==> config.mk <==
export PLATFORM = sky130hd
export DESIGN_NAME = md_packer
export DESIGN_NICKNAME = d
export VERILOG_FILES = /design/src/rtl/md_pkg.sv /design/src/rtl/md_packer.sv
export SDC_FILE = /design/constraint.sdc
export NUM_CORES = 1
export LEC_CHECK = 0
export ABC_AREA = 1
export BUFFER_PORTS_ARGS = -buffer_cell sky130_fd_sc_hd__buf_4
export CELL_PAD_IN_SITES_DETAIL_PLACEMENT = 0
export CELL_PAD_IN_SITES_GLOBAL_PLACEMENT = 1
export CORE_ASPECT_RATIO = 1.2
export CORE_MARGIN = 2
export CORE_UTILIZATION = 41
export CTS_CLUSTER_SIZE = 10
export DETAILED_ROUTE_END_ITERATION = 12
export GPL_TIMING_DRIVEN = 0
export HOLD_SLACK_MARGIN = 0.03
export PLACE_DENSITY_LB_ADDON = 0.1
export SYNTH_ARGS = -nofsm -noshare
export SYNTH_HDL_FRONTEND = slang
export SYNTH_SLANG_ARGS = --single-unit
export TNS_END_PERCENT = 50
==> constraint.sdc <==
create_clock -name clk -period 4.75 [get_ports clk]
set_input_delay 0.2375 -clock clk [delete_from_list [all_inputs] [get_ports clk]]
set_output_delay 0.2375 -clock clk [all_outputs]
set_load 0.02 [all_outputs]
==> src/rtl/md_pkg.sv <==
// md_pkg: shared FSM state type plus width and legality helpers for the MD interface.
package md_pkg;

    typedef enum logic [1:0] {
        IDLE = 2'd0,
        FILL = 2'd1,
        SEND = 2'd2
    } md_state_t;

    function automatic int md_offset_w(input int width);
        int w;
        w = $clog2(width / 8);
        return (w < 1) ? 1 : w;
    endfunction

    function automatic int md_size_w(input int width);
        return $clog2(width / 8) + 1;
    endfunction

    function automatic logic md_cfg_legal(input int offset, input int size, input int width);
        return (size != 0) && (offset + size <= width / 8);
    endfunction

endpackage

==> src/rtl/md_packer.sv <==
// md_packer: packs a valid/ready byte stream into one MD transfer per chunk
// at a configured lane offset/size, and counts completed and errored transfers.
module md_packer
    import md_pkg::*;
#(
    parameter int ALGN_DATA_WIDTH = 32,
    parameter int OFFSET_W        = md_offset_w(ALGN_DATA_WIDTH),
    parameter int SIZE_W          = md_size_w(ALGN_DATA_WIDTH)
) (
    input  logic                       clk,
    input  logic                       reset_n,
    input  logic [OFFSET_W-1:0]        cfg_offset,
    input  logic [SIZE_W-1:0]          cfg_size,
    output logic                       cfg_illegal,
    input  logic                       s_valid,
    input  logic [7:0]                 s_data,
    input  logic                       s_last,
    output logic                       s_ready,
    output logic                       md_valid,
    output logic [ALGN_DATA_WIDTH-1:0] md_data,
    output logic [OFFSET_W-1:0]        md_offset,
    output logic [SIZE_W-1:0]          md_size,
    input  logic                       md_ready,
    input  logic                       md_err,
    output logic [15:0]                tx_cnt,
    output logic [15:0]                err_cnt
);

    localparam int LANES = ALGN_DATA_WIDTH / 8;

    md_state_t                  state_q, state_d;
    logic [OFFSET_W-1:0]        off_q, off_d;
    logic [SIZE_W-1:0]          sz_q, sz_d;
    logic [SIZE_W-1:0]          cnt_q, cnt_d;
    logic [ALGN_DATA_WIDTH-1:0] data_q, data_d;
    logic                       md_valid_q, md_valid_d;
    logic [15:0]                tx_cnt_q, tx_cnt_d;
    logic [15:0]                err_cnt_q, err_cnt_d;
    logic [SIZE_W:0]            cfg_end;
    logic [SIZE_W:0]            wr_idx;
    logic                       accept;
    logic                       done;

    // One extra bit keeps offset+size from wrapping back into the legal range.
    always_comb begin
        cfg_end     = {1'b0, cfg_size} + (SIZE_W+1)'(cfg_offset);
        cfg_illegal = (cfg_size == '0) || (cfg_end > (SIZE_W+1)'(LANES));
    end

    always_comb begin
        state_d    = state_q;
        off_d      = off_q;
        sz_d       = sz_q;
        cnt_d      = cnt_q;
        data_d     = data_q;
        md_valid_d = md_valid_q;
        tx_cnt_d   = tx_cnt_q;
        err_cnt_d  = err_cnt_q;
        s_ready    = 1'b0;
        accept     = 1'b0;
        done       = 1'b0;
        wr_idx     = '0;

        case (state_q)
            IDLE: begin
                s_ready = reset_n && !cfg_illegal;
                accept  = s_valid && s_ready;
                wr_idx  = (SIZE_W+1)'(cfg_offset);
                if (accept) begin
                    off_d   = cfg_offset;
                    sz_d    = cfg_size;
                    cnt_d   = SIZE_W'(1);
                    data_d  = '0;
                    state_d = FILL;
                    done    = (cfg_size == SIZE_W'(1)) || s_last;
                end
            end
            FILL: begin
                s_ready = reset_n;
                accept  = s_valid && s_ready;
                wr_idx  = (SIZE_W+1)'(off_q) + (SIZE_W+1)'(cnt_q);
                if (accept) begin
                    cnt_d = cnt_q + SIZE_W'(1);
                    done  = (cnt_d == sz_q) || s_last;
                end
            end
            SEND: begin
                if (md_ready) begin
                    state_d    = IDLE;
                    md_valid_d = 1'b0;
                    if (tx_cnt_q != 16'hFFFF) tx_cnt_d = tx_cnt_q + 16'd1;
                    if (md_err && err_cnt_q != 16'hFFFF) err_cnt_d = err_cnt_q + 16'd1;
                end
            end
            default: state_d = IDLE;
        endcase

        // Byte-lane write decoder: only the lane at off+cnt takes the byte.
        if (accept) begin
            for (int i = 0; i < LANES; i++) begin
                if (wr_idx == (SIZE_W+1)'(i)) data_d[i*8 +: 8] = s_data;
            end
        end

        if (done) begin
            state_d    = SEND;
            md_valid_d = 1'b1;
        end
    end

    always_ff @(posedge clk) begin
        if (!reset_n) begin
            state_q    <= IDLE;
            off_q      <= '0;
            sz_q       <= '0;
            cnt_q      <= '0;
            data_q     <= '0;
            md_valid_q <= 1'b0;
            tx_cnt_q   <= '0;
            err_cnt_q  <= '0;
        end else begin
            state_q    <= state_d;
            off_q      <= off_d;
            sz_q       <= sz_d;
            cnt_q      <= cnt_d;
            data_q     <= data_d;
            md_valid_q <= md_valid_d;
            tx_cnt_q   <= tx_cnt_d;
            err_cnt_q  <= err_cnt_d;
        end
    end

    assign md_valid  = md_valid_q;
    assign md_data   = data_q;
    assign md_offset = off_q;
    assign md_size   = cnt_q;
    assign tx_cnt    = tx_cnt_q;
    assign err_cnt   = err_cnt_q;

endmodule

### After elaboration in Yosys (flattened, before gate mapping)

Index checks and enable logic that the tools add are counted.

* $lt $le $gt $ge: 1
* reductions and logical operators: 22
* mux-type cells: 23
* add/subtract/negate cells: 5
* equality and inequality tests: 15
* bitwise gates (word level): 2

Operators by type and width (count)
* $mux W32: 3
* $add A16 B1 Y16 const B: 2
* $mux W8: 4
* $ne A16 B16 Y1 const B: 2
* $reduce_and A3 Y1: 5
* $eq A4 B2 Y1 const B: 2
* $ne A2 B2 Y1 const B: 4
* $pmux W4 S2: 1
* $mux W2: 3
* $mux W3: 2
* $ne A3 B3 Y1 const B: 2
* $pmux W1 S2: 3
* $pmux W2 S3: 1
* $pmux W3 S2: 1
* $reduce_bool A2 Y1: 3
* $mux W1: 5
* $add A2 B3 Y4: 1
* $add A3 B2 Y4: 1
* $eq A4 B1 Y1 const B: 1
* $gt A4 B3 Y1 const B: 1
* $logic_and A1 B1 Y1: 4
* $logic_not A4 Y1: 1
* $reduce_and A2 Y1: 2
* $add A3 B1 Y3 const B: 1
* other kinds (10): 13

* output and inout port bits: 72
* bits in registers: 75
* logic and storage cells: 77
* input bits: 19

### Depth between registers and ports, before layout

* depth in word-level cells: 10
* mapped depth: 12
* depth with buffers taken out: 11

### Worst setup path after synthesis

No wires, ideal clock.

* path type: register to register
* from: register cnt_q[0], in the netlist md_size[0]
* to: register data_q[24], in the netlist md_data[24]
* stages on the path, launching flop included: 11
* arrival time: 1880 ps
* data required time: 4637 ps
* library setup time: 113 ps
* period minus slack after synthesis: 1993 ps
* slack: 2757 ps
* path buffers: 1
* cells stage by stage: dfxtp_1 > ha_1 > fa_1 > nand3_1 > o21ai_4 > inv_4 > nor2_4 > nand2_4 > buf_6 > o21ai_1 > nor2_1

* longest elaborated chain between the ends: 5

Ends and longest elaborated chain
* from (decl): line md_packer.sv:34 `logic [SIZE_W-1:0] cnt_q, cnt_d;`
* from (signal assigned): line md_packer.sv:125 `cnt_q <= cnt_d;`
* $add A2 B3 Y4: line md_packer.sv:81 `wr_idx = (SIZE_W+1)'(off_q) + (SIZE_W+1)'(cnt_q);`
* $pmux W4 S2: line md_packer.sv:64 `case (state_q)`
* $eq A4 B2 Y1: line md_packer.sv:101 `if (wr_idx == (SIZE_W+1)'(i)) data_d[i*8 +: 8] = s_data;`
* $mux W8: line md_packer.sv:101
* $mux W32: line md_packer.sv:99 `if (accept) begin`
* to (signal assigned): line md_packer.sv:126 `data_q <= data_d;`
* to (decl): line md_packer.sv:35 `logic [ALGN_DATA_WIDTH-1:0] data_q, data_d;`

Every way passes these cells.
A chain may end at the register's enable or synchronous reset.

### Worst setup path after layout

* from: register cnt_q[0], in the netlist md_size[0]
* to: register data_q[19], in the netlist md_data[19]

Same word-level chain as after synthesis.

==> qor.yml <==
ios: 91
drt_first_pass_iters: 4
nFillCells: 1047
numPortBuffers: 90
tritoncts: "yes"
cp_data_arrival_time_ps: 2350
synth_edf_count: 0
dieArea_um2: 11180
dp.cells: 850
final_cell_area_um2: 5360
chipWidth_um: 96.87
synth_common_cells: "205 x nand2_1, 80 x inv_1, 75 x dfxtp_1"
dpl_cell_area_um2: 5076
h-tree-depth: 3
yosysTopAreaCell: "dfxtp_1"
ys_seq_area_share_pct: 35.39
slowest_stage: "fa_1"
synth_xor_xnor_area_share_pct: 5.161
clk-insertion-delay-late_ps: 330
cts_buffer_depth: 2
synth_top_cell_area_share_pct: 35.39
postCtsHoldBufs: 0
timing.critical_path.buf_inv: 1
grt_pass1_wl_um: 18750
power_density_nw_per_um2: 289.8
coreArea_um2: 10060
num-nets-final: 763
synth.area.top_cells: "dfxtp_1 35%, nand2_1 18%, inv_1 7.1%, nor2_1 5.9%, a21oi_1 4.7%"
cp_slowest_stage_delay_ps: 490
stdcell_count: 864
synth_cell_types: 34
multiInputGateArea_um2: 2258
antenna_found_initial: 0
hold_class: "in -> reg"
hpwl_um: 8484
fmax_mhz: 470.1
cp_cell_sequence: "ha_1, fa_1, nand3_1, o21ai_4, nand2_1, nor2_2, nand2_2, buf_6, o21ai_1, nor2_1"
cts_buffers: 9
diodes: 0
synth_top_family_by_area: "simple AND/OR/NAND/NOR gates"
cp.required_ps: 4970
syn_inst: 634
status: "completed"
slew_violations: 0
hold_viol: 0
clk_pin_slew_ps: 50
synth_ff_type: "dfxtp_1"
drt_drc_violations_left: 0
gp_congestion: 0.8531
power.leakage_nw: 2.421
num_vias: 4140
syn-num-nets: 662
setup_viol: 0
avgSynthCellArea_um2: 6.692
fin_util_pct: 53.28
cts_sinks: 75
synth.most_common_cell: "nand2_1"
antenna_violating_nets_post_route: 0
path_delay_family: "adder cells"
grt_max_degree: 12
grt_setup_unrepaired: "no"
ys_seq_elements: 75
critical_path_class: "reg -> reg"
critPathCaptureType: "flop"
vdd_drop_max_uv: 159.4
skew_ps: 6.172
synthAdderAreaFrac_pct: 3.008
synthMuxAreaShare_pct: 0
root_buffer: "clkbuf_16"
area_delta_synth_final_pct: 26.33
synth-simple-area-share_pct: 35.77
grt_pass1_vias: 3918
vias_per_cell: 4.792
cts-resized-gates: 0
drive_gt1_share_pct: 19.38
fp-row-count: 40
start_kind: "flop"
syn-cell-area_um2: 4243
tns_ps: 0
wl_um: 11200
relSlewSlack_pct: 55.92
post-route-min-period_ps: 2127
max_cap_viol_count: 0
fp.dieH_um: 115.4
first_iter_violations: 205
worst_pin_slew_ps: 661.2
async_flop_share_pct: 0
start_util_pct: 42.18
layout.area.seq_um2: 1501
gr-total-overflow: 0
ys_warn_count: 0
synth-compound-area-share_pct: 9.289
min_period_over_period_pct: 44.79
grtUsageTotal_pct: 20.63
crit_fanout: 10
post-cts-setup-buffer-count: 0
avgRoutedWirePerCell_um: 12.96
==> kinds of logic after synthesis <==
group / Yosys count
simple gates: 345
fa+ha+maj: 9
xor+xnor: 25
flops: 75
buf+inv: 109
compound gates: 71
==> area by class of cell <==
| type | instances | share of cell area [%] |
|---|---|---|
| multi-input combinational | 450 | 42.13 |
| sequential | 75 | 28.01 |
| timing repair buffer | 90 | 12.61 |
| inverter | 86 | 6.092 |
| clock buffer | 12 | 4.598 |
| tap | 126 | 2.941 |
| buffer | 23 | 2.918 |
| clock inverter | 2 | 0.7003 |
==> routing by layer <==
metal	track usage, %	share of wire (%)	vias up
li1	-	-	2188
met1	24.35	42	1853
met2	37.27	51	83
met3	4.584	4.8	16
met4	7.042	2.1	0
met5	0	0	-
==> power breakdown <==
| group | total [mW] | leakage [nW] | internal [mW] | switching, mW |
|---|---|---|---|---|
| Clock | 0.667 | 0.135 | 0.416 | 0.251 |
| Combinational | 0.225 | 1.68 | 0.0840 | 0.141 |
| Sequential | 0.661 | 0.606 | 0.648 | 0.0130 |
==> layout by cell type, fill, tap and decap left out, types with 4 or more instances in the layout <==
cell,count
nand2_1,205
buf_4,93
inv_1,80
dfxtp_1,75
nor2_1,67
a21oi_1,40
nand3_1,22
nand4_1,22
xor2_1,17
o21ai_1,16
nor3_1,11
o21ai_0,11
clkbuf_1,9
clkbuf_16,9
xnor2_1,8
buf_6,7
ha_1,7
buf_2,5
inv_2,4
==> path summary, 6_finish.rpt <==
path	startpoint	to	slack [ps]	cells past startpoint
max	md_size[0]	md_data[19]	2620	10
min	s_data[2]	md_data[26]	170	3
max reg2reg	md_size[0]	md_data[19]	2620	10
min reg2reg	sz_q[0]	sz_q[0]	470	2
==> worst min-delay path: cells and delay by family <==
family	cells	cell delay [ps]
simple gates	1	70
buf+inv	1	100
compound gates	1	60
==> registers in the layout, summed over array words and instances (netlist names) <==
| name | flops |
|---|---|
| md_valid | 1 |
| tx_cnt | 16 |
| state_q | 2 |
| md_size | 3 |
| md_data | 32 |
| err_cnt | 16 |
| sz_q | 3 |
| md_offset | 2 |
==> through the flow <==
stage          total power [mW]  setup WS [ps]  hold slack, ps
2_1_floorplan            0.8223           2757           380.7
3_3_place_gp             0.8987           2594           458.2
3_5_place_dp             0.9011           2565           465.9
4_1_cts                   1.571           2585           163.4
5_1_grt                   1.634           2421           166.0
6_report                  1.553           2623           171.9
Note: power is estimated with default switching activity, not from simulation.
